$ cat config.mk
export PLATFORM = sky130hd
export DESIGN_NAME = ddmerge
export DESIGN_NICKNAME = d
export VERILOG_FILES = /design/src/rtl/ddmerge.sv
export SDC_FILE = /design/constraint.sdc
export NUM_CORES = 1
export LEC_CHECK = 0
export CAP_MARGIN = 20
export CELL_PAD_IN_SITES_DETAIL_PLACEMENT = 1
export CELL_PAD_IN_SITES_GLOBAL_PLACEMENT = 1
export CORE_ASPECT_RATIO = 0.8
export CORE_UTILIZATION = 32
export DETAILED_ROUTE_END_ITERATION = 8
export GPL_ROUTABILITY_DRIVEN = 1
export GPL_TIMING_DRIVEN = 0
export PLACE_DENSITY = 0.89
export SETUP_SLACK_MARGIN = 0.02
export SLEW_MARGIN = 10
export SYNTH_ARGS = -nofsm -noshare
export SYNTH_HDL_FRONTEND = slang
export SYNTH_SLANG_ARGS = --single-unit
$ cat constraint.sdc
create_clock -name clk -period 3.1 [get_ports clk]
set_input_delay 0.62 -clock clk [delete_from_list [all_inputs] [get_ports clk]]
set_output_delay 0.62 -clock clk [all_outputs]
set_load 0.01 [all_outputs]
$ cat src/rtl/ddmerge.sv
// rtl/ddmerge.sv - round-robin merge of per-VC 4-phase channels onto one VC-tagged output channel
module ddmerge #(
    parameter int VCN = 2,
    parameter int DW  = 32
) (
    input  logic                   clk,
    input  logic                   rst_n,
    input  logic [VCN-1:0][DW-1:0] d_in,
    input  logic [VCN-1:0]         d_in_v,
    output logic [VCN-1:0]         d_in_a,
    output logic [DW-1:0]          d_out,
    output logic [VCN-1:0]         d_out_sel,
    input  logic                   d_out_a
);

    localparam int IW = (VCN > 1) ? $clog2(VCN) : 1;

    typedef enum logic [1:0] {
        IDLE = 2'd0,
        SEND = 2'd1,
        RTZ  = 2'd2
    } state_t;

    state_t          state, state_nx;
    logic [IW-1:0]   g, g_nx;
    logic [IW-1:0]   rr_ptr, rr_ptr_nx;
    logic [DW-1:0]   d_out_nx;
    logic [VCN-1:0]  d_out_sel_nx;
    logic [VCN-1:0]  d_in_a_nx;

    logic [VCN-1:0]  req;
    logic [VCN-1:0]  pick_oh;
    logic [IW-1:0]   pick;
    logic [IW-1:0]   cand;
    logic            pick_ok;
    int              idx;

    // Scan from the highest offset down so the candidate closest to rr_ptr wins.
    always_comb begin
        req     = d_in_v & ~d_in_a;
        pick_ok = 1'b0;
        pick    = '0;
        cand    = '0;
        idx     = 0;
        pick_oh = '0;
        for (int k = VCN - 1; k >= 0; k--) begin
            idx  = (int'(rr_ptr) + k) % VCN;
            cand = IW'(idx);
            if (req[cand]) begin
                pick_ok = 1'b1;
                pick    = cand;
            end
        end
        for (int i = 0; i < VCN; i++) begin
            pick_oh[i] = (pick == IW'(i));
        end
    end

    always_comb begin
        state_nx     = state;
        g_nx         = g;
        rr_ptr_nx    = rr_ptr;
        d_out_nx     = d_out;
        d_out_sel_nx = d_out_sel;
        d_in_a_nx    = d_in_a;
        case (state)
            IDLE: begin
                // A stale output ack blocks new grants until the consumer returns to zero.
                if (!d_out_a && pick_ok) begin
                    d_out_nx     = d_in[pick];
                    d_out_sel_nx = pick_oh;
                    d_in_a_nx    = pick_oh;
                    g_nx         = pick;
                    state_nx     = SEND;
                end
            end
            SEND: begin
                if (d_out_a) begin
                    d_out_nx     = '0;
                    d_out_sel_nx = '0;
                    state_nx     = RTZ;
                end
            end
            RTZ: begin
                if (!d_out_a && !d_in_v[g]) begin
                    d_in_a_nx = '0;
                    rr_ptr_nx = (g == IW'(VCN - 1)) ? '0 : g + IW'(1);
                    state_nx  = IDLE;
                end
            end
            default: begin
                d_out_nx     = '0;
                d_out_sel_nx = '0;
                d_in_a_nx    = '0;
                state_nx     = IDLE;
            end
        endcase
    end

    always_ff @(posedge clk or negedge rst_n) begin
        if (!rst_n) begin
            state     <= IDLE;
            g         <= '0;
            rr_ptr    <= '0;
            d_out     <= '0;
            d_out_sel <= '0;
            d_in_a    <= '0;
        end else begin
            state     <= state_nx;
            g         <= g_nx;
            rr_ptr    <= rr_ptr_nx;
            d_out     <= d_out_nx;
            d_out_sel <= d_out_sel_nx;
            d_in_a    <= d_in_a_nx;
        end
    end

endmodule

# Word level (Yosys, flattened, before mapping)

Index checks and enable logic that the tools add are counted.

Shift operators: 0
Bitwise operators: 5
Mux-type cells: 24
Reductions and logical operators: 10
$mul: 0
$add $sub $neg: 2
Magnitude comparators: 4
Divide/modulo/power cells: 0
Equality and inequality tests: 5

Operators with widths:

| cell                                                                  | number |
|---|---|
| 32-bit 2-to-1 mux                                                     | 4 |
| 32-bit case mux with 3 select lines                                   | 1 |
| 2-bit case mux with 3 select lines                                    | 3 |
| 1-bit 2-to-1 mux                                                      | 11 |
| 2-bit 2-to-1 mux                                                      | 5 |
| 3-bit AND reduction                                                   | 3 |
| 1-bit by 2-bit < comparator with 1-bit output, second input constant  | 4 |
| 2-bit != test, second input constant                                  | 3 |
| 2-bit AND reduction                                                   | 2 |
| 1-bit NOT                                                             | 3 |
| 1-bit adder, second input constant                                    | 2 |
| 2-bit bitwise AND                                                     | 1 |
| 2-bit by 1-bit equality test with 1-bit output, second input constant | 1 |
| 2-bit equality test, second input constant                            | 1 |
| 1-bit logical AND                                                     | 2 |
| 1-bit logical NOT                                                     | 2 |
| 2-bit logical NOT                                                     | 1 |
| 2-bit NOT                                                             | 1 |

Flip-flop bits (word level): 40
Memory bits (read-only): 0
Word-level logic and storage cells: 56
Latch bits: 0
Bits in writable memories: 0
Input bits: 69
Memories: 0
Output and inout bits: 36

# Depth between registers and ports, before layout

Depth in word-level cells: 10
Depth in mapped cells: 6
Depth with buffers taken out: 4

# Worst setup path before layout

Ideal clock, no wire load.

Path kind: input to register
From: input port d_out_a
To: register d_out[0]
Cell stages on the path: 5
Arrival: 1.544 ns
Slack: 1.434 ns
Data required time: 2.977 ns
Path buffers: 1
Library setup time: 0.123 ns
Cell sequence: or2_4 a211oi_4 a21oi_2 buf_6 o2bb2ai_1

Cells in the longest elaborated chain, start to end: 4
Elaborated cells on any way between the ends: 5
Classes of those cells: eq/ne (2); reduce/logical (3)

RTL lines:

| item                                   | RTL line | text |
|---|---|---|
| start: declaration                     | 13       | `input logic d_out_a` |
| 1-bit logical NOT                      | 69       | `if (!d_out_a && pick_ok) begin` |
| 1-bit logical AND                      | 69       |  |
| 2-bit != test (no source line)         | --       |  |
| 3-bit AND reduction (no source line) * | --       |  |
| end signal: assignment                 | 112      | `d_out <= d_out_nx;` |
| end: declaration                       | 11       | `output logic [DW-1:0] d_out,` |

Every way passes the cells marked *; elsewhere a longest branch is shown, timed or not.
A chain may end at the register's enable or synchronous reset.

# Worst setup path in the final report

From: input port d_out_a
To: register d_out[5]

Same word-level chain as after synthesis.

==> impl_metrics.tcl <==
set metrics [dict create \
    status "complete, no violations" \
    period_share 0.674 \
    synth_top_area_share 0.515 \
    max_freq_mhz 479 \
    synth_xor_area_frac 0 \
    rsz0062_at_grt "no" \
    finalSetupTns_ns 0 \
    tightest_slew_ns 0.460 \
    synth_top_family_by_area "compound AO/OA/AOI/OAI gates" \
    ys_types 25 \
    diodes 0 \
    slowest_stage "clkdlybuf4s50_1" \
    p_leak_nw 1.40 \
    cts_hold_buf 0 \
    multi_input_area_um2 798 \
    core_area_um2 5650 \
    setup_violations 0 \
    htree_num_levels 2 \
    grt_use_total 0.183 \
    ys_seq_area_frac 0.515 \
    antenna_found_initial 0 \
    fin_skew_ns 0.00813 \
    regArea_um2 1000 \
    clock_latency_ns 0.29 \
    crit_path_cell_trace "clkdlybuf4s50_1, or2_4, a211oi_4, a21oi_2, buf_6, o2bb2ai_1" \
    synth_area_leader_cell "dfrtp_1" \
    cts-root-buf "clkbuf_8" \
    grt_pass1_vias 1783 \
    sw_frac_of_total 0.341 \
    clock_path_buffers 2 \
    tritoncts "yes" \
    drc 0 \
    end_kind "flop" \
    wl_per_cell_um 16.6 \
    cpPeakStageDelay_ns 0.47 \
    ir_worst_vdd_mv 0.390 \
    initialDrtViolationCount 33 \
    power_frac_comb 0.526 \
    cp.arrival_ns 2.25 \
    synth_fa_ha_area_frac 0 \
    fin_cells 333 \
    synthMuxAreaShare 0.171 \
    overflow 0 \
    p_switching_mw 0.927 \
    ios 105 \
    routed-via-count 1601 \
    p_int_mw 1.79 \
    synthTopCellsByArea "dfrtp_1, mux2i_1, o2bb2ai_1, buf_6, buf_8" \
    fp.dieW_um 89.1 \
    grt_max_degree 26 \
    routabilityCongestion 0.669 \
    synth_compound_area_frac 0.205 \
    viasPerCell 4.81 \
    rows 24 \
    cts.sinks 40 \
    drv_cap 0 \
    clkTransAtPathRegs_ns 0.08 \
    clock_power_share 0.129 \
    power_frac_seq 0.345 \
    relSlewSlack 0.694 \
    final_max_slew_viol_count 0 \
    ys_warn_count 0 \
    crit_required_ns 3.26 \
    dp_cells 325 \
    synth_nets 211 \
    die_h_um 71.7 \
    fin_nets 323 \
    ctsResizeCount 0 \
    fin_crit_ns 2.09 \
    synthCells 142 \
    postRouteAntennaNets 0 \
    drt_first_pass_iters 2 \
    io_buffers 104 \
    start_util 0.344 \
    synthSimpleGateAreaFrac 0.0348 \
    syn_area_um2 1940 \
    drt-total-wl_um 5540 \
    grt_pass1_wl_um 8940 \
    critPathMaxFanout 10 \
    critPathLaunchType "input port" \
    nFillCells 585 \
    cts-buffers-inserted 5 \
    critPathKind "in2reg" \
    p_per_area_nw_per_um2 850 \
    hold_path_class "in2async" \
    hold_viol 0 \
    dp_hpwl_um 4360 \
    drive_above_1_share 0.118 \
    synthToLayoutAreaGrowth_pct 64.5 \
    post_cts_buffers 0 \
    ys_ff_latch 40 \
    die-area_um2 6390 \
    syn_area_per_cell_um2 13.7 \
    whs_ns 0.253 \
    reg2reg_depth 5 \
]
synthesized netlist by cell type:
cell and instances:
o21ai_0 4, nor4b_1 1, a211o_1 1, clkbuf_8 1, a22o_2 2, or2_4 1, a21oi_2 1, dfrtp_1 40
o21bai_1 1, buf_8 2, nand2_1 1, nor2_1 3, a22o_1 2, a211oi_4 1, inv_1 1, o2bb2ai_1 32
mux2_2 1, nand2b_4 2, buf_6 7, clkdlybuf4s18_2 1, a21oi_1 2, mux2i_1 32, a31oi_1 1, nand3b_1 1
buf_4 1
layout by cell type (no fill, tap or decap), types with 2 or more instances in the layout:
master / n
dfrtp_1: 40
nor2_1: 3
a21oi_1: 2
clkinv_2: 2
clkdlybuf4s50_1: 103
nand2b_4: 2
a22o_2: 2
clkbuf_8: 7
o21ai_0: 4
a22o_1: 2
mux2i_1: 32
buf_6: 7
buf_8: 2
o2bb2ai_1: 32
sequential cells by signal, summed over array words and instances (netlist names):
name	cells
g	1
d_in_a	2
d_out_sel	2
d_out	32
rr_ptr	1
state	2
metal layers:
metal | part of all wire | up-vias | wire length, µm | GRT usage
li1 | - | 763 | - | -
met1 | 0.42 | 761 | 2340 | 0.215
met2 | 0.47 | 73 | 2630 | 0.319
met3 | 0.097 | 4 | 539 | 0.0726
met4 | 0.0052 | 0 | 29 | 0.0317
met5 | 0 | - | 0 | 0
layout make-up:
| class | count | share of cell area |
|---|---|---|
| sequential | 40 | 0.313 |
| clock inverter | 2 | 0.00313 |
| buffer | 12 | 0.0438 |
| timing repair buffer | 105 | 0.333 |
| multi-input combinational | 89 | 0.250 |
| inverter | 1 | 0.00117 |
| tap | 78 | 0.0305 |
| clock buffer | 6 | 0.0258 |
cell families after synthesis:
| group | count (synthesis) |
|---|---|
| and+or+nand+nor | 9 |
| muxes | 33 |
| AOI/OAI and AO/OA | 47 |
| DFF | 40 |
| buffers and inverters | 13 |
power by group through the flow:
stage,registers [mW],logic [mW],clock network (mW)
2_1_floorplan,1.02,0.623,0
3_3_place_gp,0.924,1.41,0
3_5_place_dp,0.938,1.45,0
4_1_cts,0.937,1.46,0.360
5_1_grt,0.969,1.54,0.380
6_report,0.936,1.43,0.351
final timing paths:
path                                             from                    end  slack, ns
worst min register to register  d_out[23]$_DFFE_PN0P_  d_out[23]$_DFFE_PN0P_       0.49
worst max-delay path                          d_out_a   d_out[5]$_DFFE_PN0P_       1.01
min in group clk                d_out[23]$_DFFE_PN0P_  d_out[23]$_DFFE_PN0P_       0.49
worst min-delay path                            rst_n  d_out[18]$_DFFE_PN0P_       0.25
max in group asynchronous                       rst_n   d_out[4]$_DFFE_PN0P_       2.38
worst max register to register   state[1]$_DFFE_PN0P_   d_out[5]$_DFFE_PN0P_       1.40
critical path, delay by kind of cell:
family                 cells  cell delay (ns)
AOI/OAI and AO/OA          3             0.68
buffers and inverters      2             0.65
and+or+nand+nor            1             0.29
through the flow:
| stage | worst slack (ns) | power (mW) | utilization | instance area (µm²) |
|---|---|---|---|---|
| global route | 0.929 | 2.89 | 0.566 | 3200 |
| finish | 1.01 | 2.72 | 0.566 | 3200 |
| detailed placement | 0.703 | 2.39 | 0.550 | 3100 |
| global placement | 0.447 | 2.33 | 0.546 | 3080 |
| CTS | 1.00 | 2.76 | 0.566 | 3200 |
| floorplan | 1.43 | 1.65 | - | 1940 |
(Power assumes the default switching activity.)
==> edit 1 (same flow settings) <==
Set the parameter `DW` to 28 (it was 32).
--- a/src/rtl/ddmerge.sv
+++ b/src/rtl/ddmerge.sv
@@ -1,7 +1,7 @@
 // rtl/ddmerge.sv - round-robin merge of per-VC 4-phase channels onto one VC-tagged output channel
 module ddmerge #(
     parameter int VCN = 2,
-    parameter int DW  = 32
+    parameter int DW  = 28
 ) (
     input  logic                   clk,
     input  logic                   rst_n,
Ports: changed (resized d_in and d_out); port bits go from 105 to 93. The function was not compared with the original's and may differ.
==> edit 1 against the unedited design <==
First-iteration DRC count up 24%. Synthesized cell count is 11% lower. Setup slack improved by 0.032 ns. Routed wire length shrank 14%. Design area is 13% lower. Sequential power fell by 9.4%. Sequential cell count is 4 lower. Synthesized area decreased by 14%. Power fell by 12%. Largest cell class unchanged. Largest power group unchanged.
==> edit 1: results (changes against the unedited design) <==
outcome: "complete, no violations"  # unchanged
wl_um: 4790  # was 5540 µm
port_buffers: 92  # was 104
power.leakage_nw: 1.21  # was 1.40 nW
routed-wl-met2_um: 2290  # was 2630 µm
drive_gt1_frac: 0.0877  # was 0.118
grt_usage: 0.188  # was 0.183
cts-root-buf: "clkbuf_8"  # unchanged
skew_ns: 0.00777  # was 0.00813 ns
synth_area_leaders: "dfrtp_1 (54%), mux2i_1 (17%), o2bb2ai_1 (15%)"  # was dfrtp_1 (52%), mux2i_1 (16%), o2bb2ai_1 (14%)
met3_length_um: 386  # was 539 µm
ys_top_cells_by_count: "dfrtp_1 (36), mux2i_1 (28), o2bb2ai_1 (28)"  # was dfrtp_1 (40), mux2i_1 (32), o2bb2ai_1 (32)
rr_startpoint: "d_in_a[1]"  # was state[1]
finalWeightedCongestion: 0.697  # was 0.669
nets: 288  # was 323
wl_met1_um: 2070  # was 2340 µm
grt_pass1_vias: 1527  # was 1783
ys_seq_area_frac: 0.540  # was 0.515
largest_register_ffs: 28  # was 32
synth_cell_types: 23  # was 25
max_stage_delay_ns: 0.48
grt_use_met1: 0.233  # was 0.215
p_sw_frac: 0.344  # was 0.341
peakVddDrop_uv: 381  # was 390 µV
grt_max_degree: 20  # was 26
max_slew_margin: 0.696  # was 0.694
use_met2: 0.307  # was 0.319
firstDrtPassIters: 4  # was 2
largest-register: "d_out"  # unchanged
synthesis.nets: 188  # was 211
met3_usage: 0.0658  # was 0.0726
dpl_worst_slack_ns: 0.755  # was 0.703 ns
drt_iter0_markers: 41  # was 33
dp_hpwl_um: 3690  # was 4360 µm
period_needed_ns: 2.06  # was 2.09 ns
vias_per_cell: 4.99  # was 4.81
edit 1: logic make-up (layout without fill, tap and decap cells):
logic type	Yosys count	in the layout	share of synthesized area
AO/OA/AOI/OAI	43	43	0.219
flip-flops	36	36	0.540
multiplexers	29	29	0.175
buffers and inverters	10	111	0.0352
AND/OR/NAND/NOR	9	9	0.0315
edit 1: worst paths after layout:
path                                end
max                        d_out_sel[1]
min                        d_out_sel[1]
max reg2reg                d_out_sel[1]
min reg2reg                   d_out[16]
max in group asynchronous             g
min in group clk              d_out[16]
edit 1: stage by stage:
stage | instances | cell area [µm²] | hold WS (ns)
6_report | 290 | 2780 | 0.276
5_1_grt | 290 | 2780 | 0.305
4_1_cts | 290 | 2780 | 0.282
3_5_place_dp | 282 | 2690 | 0.473
3_3_place_gp | 281 | 2670 | 0.470
2_1_floorplan | 127 | 1670 | 0.324
edit 1: power groups by stage:
stage | logic, mW | registers [mW] | clock network, mW
after detailed placement | 1.21 | 0.853 | 0
after global routing | 1.28 | 0.880 | 0.376
final | 1.19 | 0.848 | 0.348
after floorplan | 0.482 | 0.928 | 0
after CTS | 1.22 | 0.854 | 0.359
after global placement | 1.18 | 0.841 | 0
edit 1: area by class of cell:
type	instances	area, µm²
Buffer	9	55.1
Multi-Input combinational cell	81	709
Inverter	1	3.75
Timing Repair Buffer	93	943
Fill cell	524	2220
Clock buffer	7	86.3
Clock inverter	1	7.51
Tap cell	62	77.6
Sequential cell	36	901
edit 1: worst reg2reg max path: cells and delay by family (launching register included):
kind,cells,cell delay (ns)
AOI/OAI and AO/OA,3,0.73
buffers and inverters,1,0.17
and+or+nand+nor,1,0.25
DFF,1,0.41
==> edit 2 (same flow settings) <==
Without the edit above. Add an input register stage for `d_out_a`; this delays it by one clock. The other inputs are not delayed to match.
--- a/src/rtl/ddmerge.sv
+++ b/src/rtl/ddmerge.sv
@@ -20,6 +20,12 @@
         SEND = 2'd1,
         RTZ  = 2'd2
     } state_t;
+
+    logic d_out_a_q;
+
+    always_ff @(posedge clk) begin
+        d_out_a_q <= d_out_a;
+    end
 
     state_t          state, state_nx;
     logic [IW-1:0]   g, g_nx;
@@ -66,7 +72,7 @@
         case (state)
             IDLE: begin
                 // A stale output ack blocks new grants until the consumer returns to zero.
-                if (!d_out_a && pick_ok) begin
+                if (!d_out_a_q && pick_ok) begin
                     d_out_nx     = d_in[pick];
                     d_out_sel_nx = pick_oh;
                     d_in_a_nx    = pick_oh;
@@ -75,14 +81,14 @@
                 end
             end
             SEND: begin
-                if (d_out_a) begin
+                if (d_out_a_q) begin
                     d_out_nx     = '0;
                     d_out_sel_nx = '0;
                     state_nx     = RTZ;
                 end
             end
             RTZ: begin
-                if (!d_out_a && !d_in_v[g]) begin
+                if (!d_out_a_q && !d_in_v[g]) begin
                     d_in_a_nx = '0;
                     rr_ptr_nx = (g == IW'(VCN - 1)) ? '0 : g + IW'(1);
                     state_nx  = IDLE;
Formal check against the unedited RTL: not equivalent (a bounded check fails within 4 cycles, from zero or initial values and one cycle with rst_n low).
==> edit 2 against the unedited design <==
Power down 1.8%. Routed wire length down 2.1%. Synthesized area up 0.13%. First-iteration DRC count up 42%. Design area unchanged. Sequential power up 0.4%. Global-route usage down 0.12 points. Sequential cell count up 1. Setup slack better by 0.073 ns. Largest cell class unchanged.
==> edit 2: results (changes against the unedited design) <==
cts_setup_buffers: 0  # unchanged
critPathTopFamily: "buffers and inverters"  # was compound AO/OA/AOI/OAI gates
antenna_found_initial: 0  # unchanged
grt_pass1_vias: 1757  # was 1783
switchingPower_uw: 905  # was 927 µW
drt_iter0_markers: 47  # was 33
cts-root-buf: "clkbuf_8"  # unchanged
drive_gt1_frac: 0.0977  # was 0.118
port_buffers: 104  # unchanged
grt_max_degree: 22  # was 26
wl_um: 5420  # was 5540 µm
skew_ns: 0.00369  # was 0.00813 ns
worst_pin_slew_ns: 0.499  # was 0.460 ns
synth_cell_types: 20  # was 25
cp_slowest_cell: "clkdlybuf4s50_1"  # unchanged
synth_compound_area_frac: 0.190  # was 0.205
nets: 325  # was 323
arrival_ns: 2.18  # was 2.25 ns
hold_class: "primary input to async pin"  # unchanged
synth_area_leaders: "dfrtp_1 (51%), mux2i_1 (17%), o2bb2ai_1 (15%)"  # was dfrtp_1 (52%), mux2i_1 (16%), o2bb2ai_1 (14%)
crit_fanout: 10  # unchanged
vias_per_cell: 4.79  # was 4.81
ys_top_cells_by_count: "dfrtp_1 (40), mux2i_1 (34), o2bb2ai_1 (33)"  # was dfrtp_1 (40), mux2i_1 (32), o2bb2ai_1 (32)
ys_warn_count: 0  # unchanged
dp_hpwl_um: 4140  # was 4360 µm
post_drt_wl_per_cell_um: 16.1  # was 16.6 µm
outcome: "complete, no violations"  # unchanged
synthCells: 144  # was 142
synthesis.nets: 213  # was 211
peakVddDrop_uv: 357  # was 390 µV
cts_buffers: 5  # unchanged
async_flop_share: 0.976  # was 1.00
power.leakage_nw: 1.36  # was 1.40 nW
muxShareOfSynthArea: 0.175  # was 0.171
firstDrtPassIters: 4  # was 2
grt_pass1_wl_um: 8740  # was 8940 µm
finalWeightedCongestion: 0.735  # was 0.669
cts_max_path_buffers: 2  # unchanged
synth_xor_area_frac: 0  # unchanged
clk_latency_ns: 0.28
grt_usage: 0.182  # was 0.183
ys_seq_area_frac: 0.525  # was 0.515
diodes: 0  # unchanged
cts_resized: 0  # unchanged
nFillCells: 626  # was 585
## edit 2: cell count changes after synthesis, sizes merged, moves of 2 or more
cell	before	now
nor3	0	3
a21o	0	3
a22o	4	0
mux2i	32	34
a21boi	0	2
nor2b	0	5
a21oi	3	0
nand2b	2	0
buf	10	12
o21ai	4	1
## edit 2: per-layer routing
| metal | part of all wire | track usage |
|---|---|---|
| met5 | 0 | 0 |
| met4 | 0.0096 | 0.0511 |
| met3 | 0.084 | 0.0657 |
| met2 | 0.47 | 0.272 |
| met1 | 0.44 | 0.248 |
## edit 2: cell type report
cell class	count	area (µm²)	share of cell area
repair buffers	105	1060	0.333
flip-flops and latches	41	1020	0.319
multi-input cells	90	801	0.250
plain buffers	12	120	0.0376
well taps	81	101	0.0317
clock buffers	7	86.3	0.0270
inverters	1	3.75	0.00117
## edit 2: final timing paths
kind,slack (ns),end,cells past startpoint,startpoint
max,1.09,d_out[28],7,d_in_v[1]
min,0.29,d_out[0],1,rst_n
max reg2reg,1.50,d_out[28],6,d_in_a[1]
min reg2reg,0.48,d_out_sel[1],1,d_out_sel[1]
max in group asynchronous,2.33,d_out[9],2,rst_n
min in group clk,0.48,d_out_sel[1],1,d_out_sel[1]
## edit 2: power groups by stage
| stage | Combinational [mW] | Clock [mW] | Sequential (mW) |
|---|---|---|---|
| floorplan | 0.583 | 0 | 1.04 |
| global placement | 1.36 | 0 | 0.939 |
| detailed placement | 1.40 | 0 | 0.943 |
| CTS | 1.40 | 0.363 | 0.945 |
| global route | 1.49 | 0.387 | 0.974 |
| finish | 1.38 | 0.349 | 0.940 |
## edit 2: cell families after synthesis
| logic type | count (synthesis) |
|---|---|
| AO/OA/AOI/OAI | 41 |
| AND/OR/NAND/NOR | 15 |
| flip-flops | 41 |
| multiplexers | 34 |
| buffers and inverters | 13 |
## edit 2: metrics by stage
stage          area [µm²]   util  hold slack (ns)  total power [mW]  worst slack (ns)
2_1_floorplan        1950      -            0.324              1.62              1.51
3_3_place_gp         3090  0.525            0.460              2.30             0.423
3_5_place_dp         3110  0.529            0.465              2.34             0.762
4_1_cts              3200  0.544            0.298              2.71              1.07
5_1_grt              3200  0.544            0.320              2.85             0.995
6_report             3200  0.544            0.294              2.67              1.09
